===== src/rtl/alarm_controller.sv =====
// Purpose : arming sequencer for the home alarm (exit delay, armed watch, entry delay, siren).
// Latency : 3 clk edges from a raw input change to state/outputs (2 sync stages + state reg).
// Backpres: none; free-running, inputs are sampled levels and every output is a registered level.
// Ports   : clk, rst_n (async active-low); arm (master switch), sensor[3:0] (zone switches);
//           alarm (siren), led_armed, led_delay, countdown[7:0] (seconds left),
//           zone_latched[3:0] (zones tripped since last arming), state[2:0].
// Option  : define ALARM_CTRL_TIMEOUT_EN to silence the siren after ALARM_SECS and fall back
//           to ARMED; without it ALARM holds until disarmed.
module alarm_controller #(
  parameter int unsigned CLK_PER_SEC = 100_000_000,
  parameter int unsigned EXIT_SECS   = 10,
  parameter int unsigned ENTRY_SECS  = 5,
  parameter int unsigned ALARM_SECS  = 30,
  parameter logic [3:0]  ENTRY_MASK  = 4'b0001
) (
  input  logic       clk,
  input  logic       rst_n,
  input  logic       arm,
  input  logic [3:0] sensor,
  output logic       alarm,
  output logic       led_armed,
  output logic       led_delay,
  output logic [7:0] countdown,
  output logic [3:0] zone_latched,
  output logic [2:0] state
);

`ifdef ALARM_CTRL_TIMEOUT_EN
  localparam bit TIMEOUT_EN = 1'b1;
`else
  localparam bit TIMEOUT_EN = 1'b0;
`endif

  localparam int unsigned PW = (CLK_PER_SEC > 1) ? $clog2(CLK_PER_SEC) : 1;

  typedef enum logic [2:0] {
    S_DISARMED = 3'd0,
    S_EXIT     = 3'd1,
    S_ARMED    = 3'd2,
    S_ENTRY    = 3'd3,
    S_ALARM    = 3'd4
  } state_t;

  state_t        cur, nxt;
  logic          arm_m, arm_s;
  logic [3:0]    sen_m, sen_s;
  logic [PW-1:0] presc, presc_nxt;
  logic [7:0]    cnt_nxt;
  logic [3:0]    zl_nxt;
  logic          tick, expire, instant_trip, entry_trip;

  // Two-flop synchronizers for the asynchronous switch inputs.
  always_ff @(posedge clk or negedge rst_n) begin
    if (!rst_n) begin
      arm_m <= 1'b0;
      arm_s <= 1'b0;
      sen_m <= '0;
      sen_s <= '0;
    end else begin
      arm_m <= arm;
      arm_s <= arm_m;
      sen_m <= sensor;
      sen_s <= sen_m;
    end
  end

  assign tick         = (presc == PW'(CLK_PER_SEC - 1));
  // The last second of a delay ends on the tick seen while the count still reads 1.
  assign expire       = tick && (countdown == 8'd1);
  assign instant_trip = |(sen_s & ~ENTRY_MASK);
  assign entry_trip   = |(sen_s & ENTRY_MASK);

  // Next-state, countdown, prescaler and latch logic.
  always_comb begin
    nxt       = cur;
    cnt_nxt   = countdown;
    presc_nxt = presc;
    zl_nxt    = zone_latched;

    if (!arm_s) begin
      nxt = S_DISARMED;
    end else begin
      case (cur)
        S_DISARMED: nxt = S_EXIT;
        S_EXIT:     if (expire) nxt = S_ARMED;
        S_ARMED: begin
          // Instant zones take priority over a simultaneous entry-zone trip.
          if (instant_trip)    nxt = S_ALARM;
          else if (entry_trip) nxt = S_ENTRY;
        end
        S_ENTRY:    if (instant_trip || expire) nxt = S_ALARM;
        S_ALARM:    if (TIMEOUT_EN && expire) nxt = S_ARMED;
        default:    nxt = S_DISARMED;
      endcase
    end

    if (nxt != cur) begin
      // Every state entry restarts the second boundary and reloads the delay.
      presc_nxt = '0;
      case (nxt)
        S_EXIT:  cnt_nxt = 8'(EXIT_SECS);
        S_ENTRY: cnt_nxt = 8'(ENTRY_SECS);
        S_ALARM: cnt_nxt = TIMEOUT_EN ? 8'(ALARM_SECS) : 8'd0;
        default: cnt_nxt = 8'd0;
      endcase
    end else begin
      presc_nxt = tick ? '0 : presc + PW'(1);
      // Count is zero outside timed states, so this only runs while a delay is live.
      if (tick && (countdown != 8'd0)) cnt_nxt = countdown - 8'd1;
    end

    if ((cur == S_ARMED) || (cur == S_ENTRY) || (cur == S_ALARM))
      zl_nxt = zone_latched | sen_s;
    if ((cur == S_DISARMED) && (nxt == S_EXIT))
      zl_nxt = '0;
  end

  // State and all outputs registered from the next-state decode.
  always_ff @(posedge clk or negedge rst_n) begin
    if (!rst_n) begin
      cur          <= S_DISARMED;
      presc        <= '0;
      countdown    <= 8'd0;
      zone_latched <= 4'd0;
      alarm        <= 1'b0;
      led_armed    <= 1'b0;
      led_delay    <= 1'b0;
    end else begin
      cur          <= nxt;
      presc        <= presc_nxt;
      countdown    <= cnt_nxt;
      zone_latched <= zl_nxt;
      alarm        <= (nxt == S_ALARM);
      led_armed    <= (nxt == S_ARMED) || (nxt == S_ENTRY) || (nxt == S_ALARM);
      led_delay    <= (nxt == S_EXIT) || (nxt == S_ENTRY);
    end
  end

  assign state = cur;

endmodule


===== config.mk =====
export PLATFORM = sky130hd
export DESIGN_NAME = alarm_controller
export DESIGN_NICKNAME = d
export VERILOG_FILES = /design/src/rtl/alarm_controller.sv
export SDC_FILE = /design/constraint.sdc
export NUM_CORES = 1
export LEC_CHECK = 0
export CAP_MARGIN = 20
export CORE_ASPECT_RATIO = 1.75
export CORE_MARGIN = 2
export CORE_UTILIZATION = 59
export CTS_BUF_LIST = sky130_fd_sc_hd__clkbuf_4
export DETAILED_ROUTE_END_ITERATION = 16
export GPL_ROUTABILITY_DRIVEN = 1
export HOLD_SLACK_MARGIN = 0.05
export PLACE_DENSITY = 0.94
export SYNTH_ARGS = -nofsm -noshare
export SYNTH_HDL_FRONTEND = slang
export SYNTH_SLANG_ARGS = --single-unit
export TNS_END_PERCENT = 100

===== constraint.sdc =====
create_clock -name clk -period 2.5 [get_ports clk]
set_input_delay 0.75 -clock clk [delete_from_list [all_inputs] [get_ports clk]]
set_output_delay 0.75 -clock clk [all_outputs]
set_load 0.01 [all_outputs]

* After elaboration in Yosys (flattened, before gate mapping)
Index checks and enable logic that the tools add are counted.
Storage, ports and cells: register bits 55, input port bits 7, output and inout port bits 18
Operators by class: add/sub/neg operators 2, equal/unequal tests 11, muxes and demuxes 13, bitwise logic cells 1, reduce and logical (&&, ||, !) cells 14
Operator list (count):
- $mux 27 | 2
- $add 27x1->27 const B | 1
- $eq 27x27->1 const B | 1
- $mux 8 | 2
- $mux 3 | 5
- $pmux 3 s5 | 1
- $eq 3x2->1 const B | 4
- $eq 8x1->1 const B | 1
- $mux 4 | 2
- $pmux 4 s2 | 1
- $reduce_bool 8->1 | 1
- $sub 8x1->8 const B | 1
- $eq 3x1->1 const B | 2
- $eq 3x3->1 const B | 2
- $logic_or 1x1->1 | 6
- $or 4x4->4 | 1
- $reduce_bool 2->1 | 2
- $logic_and 1x1->1 | 3
- $logic_not 3->1 | 1
- $ne 3x3->1 | 1
- $reduce_or 3->1 | 1

* Logic depth before layout (Yosys ltp)
depth after elaboration 9, mapped depth 8, gate-level depth less buffers 8

* Worst setup path after synthesis
No wires, ideal clock.
path type reg-to-reg, start point register cur[1] (netlist: state[1]), end point register countdown[1], setup time 0.126 ns, arrival time 1.993 ns, data required time 2.374 ns, path slack 0.381 ns, cell stages (with the launch flop) 7, path buffers 1, clock period less this slack 2.119 ns, cell sequence dfrtp_1 buf_4 or4b_1 nor3b_1 o41a_1 o2111ai_4 o32a_1
Between the ends: longest elaborated chain between the ends 7, elaborated cells between the ends (all ways) 17, those cells by class eq/ne (7); mux (8); reduce/logical (2)
Ends and longest elaborated chain:
- start, declared | line 44 | state_t cur, nxt;
- start signal, assigned | line 129 | cur <= nxt;
- $mux 3 | line 89 | else if (entry_trip) nxt = S_ENTRY;
- $mux 3 | line 88 | if (instant_trip) nxt = S_ALARM;
- $pmux 3 s5 | line 83 | case (cur)
- $mux 3 | line 80 | if (!arm_s) begin
- $eq 3x2->1 / $eq 3x1->1 (equally long branches) | line 100 | case (nxt)
- $pmux 4 s2 | line 100
- $mux 8 | line 97 | if (nxt != cur) begin
- end signal, assigned | line 131 | countdown <= cnt_nxt;
- end, declared | line 23 | output logic [7:0] countdown,
Parallel ways exist; a longest one is shown, timed or not. A chain may end at the register's enable or synchronous reset.

* Final worst setup path
start point register countdown[3], end point register countdown[1]
Between the ends: longest elaborated chain between the ends 9, elaborated cells between the ends (all ways) 15, those cells by class eq/ne (4); mux (6); reduce/logical (5)
Ends and longest elaborated chain:
- $eq 8x1->1 | line 69 | assign expire = tick && (countdown == 8'd1);
- $logic_and 1x1->1 | line 69
- $logic_or 1x1->1 | line 91 | S_ENTRY: if (instant_trip || expire) nxt = S_ALARM;
- $mux 3 | line 91
- $pmux 3 s5 | line 83
- $mux 3 | line 80
- $eq 3x2->1 / $eq 3x1->1 (equally long branches) | line 100
- $pmux 4 s2 | line 100
- $mux 8 | line 97
Parallel ways exist; a longest one is shown, timed or not.

==> key figures <==
Run status
  – Status: completed

Layout
  – Antenna cells: 0
  – Synth-to-Final Area Change: 15.7%
  – Final core occ: 69.9%
  – Storage cell area: 1380 sq um
  – FILL cells: 320
  – Final #Nets: 299
  – Multi-input gate area: 1200 sq um
  – Share of layout cells above drive strength 1: 9.00%

Drt
  – WL/cell: 15.7 um
  – Final WL: 5.33 mm
  – Routed via count: 2038
  – Number of nets with antenna violations after routing: 0
  – Initial DRC count: 58
  – Vias per cell: 5.99
  – DRC viols: 0
  – Drt pass-1 iters: 5

Logic synthesis
  – Synth cell types: 44
  – Yosys top cell area share: 52.2%
  – Synthesized flop and latch total: 55
  – Seq/Total Area, Yosys: 52.2%
  – Gate Count Post-Synth: 255
  – Syn nets: 266
  – Yosys warns: 0
  – Synth Area per Inst: 10.3 sq um
  – Area leader, netlist: dfrtp_1
  – Main area contributors after synthesis: dfrtp_1, xor2_1, nor2_1, xnor2_1, nand3_1
  – Mapped cell area: 2640 sq um

Floorplan
  – Die Width: 54.5 um
  – FP Rows: 32
  – Core ar.: 4360 sq um
  – Initial core utilization: 60.4%
  – Die span in y: 92.4 um
  – Num ports: 25
  – Die area: 5040 sq um

Worst setup path
  – Cell Chain, Critical Path: nor4_4, nand2_1, or4_4, o2111ai_4, a21oi_1, o32a_1
  – Slowest CP cell: or4_4
  – CP required: 2.79 ns
  – Crit start category: flop
  – Crit end category: flop
  – Crit path arrival time: 2.64 ns
  – CP Max Fanout: 16
  – Critical path class: flop to flop
  – Worst path max stage delay: 0.51 ns

Timing
  – Max Fclk: 426 MHz
  – Crit share post-route: 93.9%
  – Setup violators final: 0
  – Max-slew headroom: 62.3%
  – Worst-Margin Slew: 0.561 ns
  – Min Clock Period, post-route: 2.35 ns
  – Slew Limit Fails: 0
  – Final Hold Viols: 0
  – RSZ-0062 raised after global routing: no
  – Setup Skew: 0.0194 ns
  – Setup TNS: 0 ns

CTS
  – Hold Buf Count CTS: 0
  – Resize count post-CTS: 0
  – CTS tree: done
  – CTS root buf: clkbuf_4
  – Clock Sink Count: 55
  – Clk slew on worst S/H paths: 0.15 ns
  – Bufs on Longest Clock Path: 2
  – Num CTS Buffers: 5
  – Clk_lat worst skew: 0.38 ns
  – # Post-CTS Setup Buffers: 0
  – CTS H-tree depth: 2

Power and ir drop
  – Peak VDD IR: 0.419 mV
  – Pleak: 1.29 nW
  – Power density over the cells: 508 nW/um^2

Global route
  – First-pass GRT wire length: 8.89 mm
  – Vias in the first global route: 2020
  – Total global routing overflow: 0
  – Largest net degree at the start of global routing: 56
  – Initial antenna violation count: 0
  – Tot GR Track Use: 24.2%

Place
  – DP Wirelength: 3.84 mm
  – GPL Wtd Cong: 0.832
  – PortBufs: 24

Min path
  – HP Class: input pin to asynchronous set/reset pin

Run
  – Max cap viols: 0
metrics by stage:
stage | instance area [sq um] | total power [W] | std cells | worst slack [ns] | hold WS (ns)
5_1_grt | 3050 | 0.00162 | 340 | 0.0219 | 0.328
3_5_place_dp | 2970 | 0.00109 | 332 | 0.177 | 0.337
3_3_place_gp | 2970 | 0.00109 | 332 | 0.251 | 0.332
6_report | 3050 | 0.00155 | 340 | 0.153 | 0.327
2_1_floorplan | 2640 | 0.00103 | 255 | 0.381 | 0.331
4_1_cts | 3050 | 0.00156 | 340 | 0.169 | 0.337
cells in the final DEF (no fill, tap or decap), drive strengths merged, types with 2 or more instances in the layout:
cell type and count:
clkbuf 5, ha 4, and4 4, o21ai 6
or4 2, nand2 19, clkinv 2, a21oi 12
nand4 6, inv 6, dfrtp 55, buf 9
xor2 20, nor4 4, or4b 3, nor3b 3
a31oi 3, nor4b 3, or3 3, a21o 2
nor2b 2, and3 3, nor2 43, o21a 4
clkdlybuf4s50 23, nor3 6, nand3 14, xnor2 9
nand2b 3
layer usage:
| metal | track usage [%] | part of all wire (%) | vias up |
|---|---|---|---|
| met1 | 27.8 | 38 | 1013 |
| met3 | 4.03 | 2.8 | 19 |
| met2 | 40.5 | 55 | 56 |
| li1 | - | - | 950 |
| met4 | 13.5 | 4.0 | 0 |
| met5 | 0 | 0 | - |
critical path: cells and delay by family, from the launching register on:
family | cells | cell delay [ns]
compound gates | 3 | 0.73
simple gates | 3 | 1.02
flops | 1 | 0.50
where the power goes:
group | switching (W) | internal (W) | total (W)
Combinational | 0.0000770 | 0.0000600 | 0.000137
Clock | 0.000267 | 0.000206 | 0.000474
Sequential | 0.0000255 | 0.000913 | 0.000939
final cells by class:
| type | instances | share of cell area (%) |
|---|---|---|
| clock buffer | 5 | 1.23 |
| clock inverter | 3 | 1.27 |
| inverter | 6 | 0.739 |
| multi-input combinational | 188 | 39.4 |
| sequential | 55 | 45.1 |
| tap | 51 | 2.09 |
| timing repair buffer | 32 | 10.1 |
cells in the mapped netlist (all sizes together):
master	number
a21o	2
a21oi	12
a22oi	1
a31oi	3
and2	1
and3	3
and4	4
buf	2
clkbuf	4
dfrtp	55
ha	4
inv	6
mux2i	1
nand2	19
nand2b	3
nand3	14
nand3b	1
nand4	6
nor2	43
nor2b	2
nor3	6
nor3b	3
nor4	4
nor4b	3
nor4bb	1
o2111ai	1
o21a	4
o21ai	6
o22ai	1
o32a	1
o41a	1
or3	3
or3b	1
or4	2
or4b	3
xnor2	9
xor2	20
state kept, by name, summed over array words and instances, names as in the netlist:
register,count
alarm,1
state,3
countdown,8
arm_s,1
led_delay,1
presc,27
zone_latched,4
sen_m,4
arm_m,1
sen_s,4
led_armed,1
cell families after synthesis:
group,synth area share [%]
xor gates and xnor gates,9.64
AOI/OAI and AO/OA,8.36
DFF,52.2
adders and majority gates,1.90
buffers and inverters,2.14
and+or+nand+nor,24.9
muxes,0.855
worst paths after layout:
check / slack (ns) / end / start / cells past startpoint
worst max-delay path: 0.15 / countdown[1]$_DFFE_PN0P_ / countdown[3]$_DFFE_PN0P_ / 6
worst min-delay path: 0.33 / presc[2]$_DFF_PN0_ / rst_n / 2
worst max register to register: 0.15 / countdown[1]$_DFFE_PN0P_ / countdown[3]$_DFFE_PN0P_ / 6
worst min register to register: 0.35 / sen_s[3]$_DFF_PN0_ / sen_m[3]$_DFF_PN0_ / 0
max in group asynchronous: 1.92 / sen_m[0]$_DFF_PN0_ / rst_n / 2
min in group clk: 0.35 / sen_s[3]$_DFF_PN0_ / sen_m[3]$_DFF_PN0_ / 0
(Power assumes the default switching activity.)
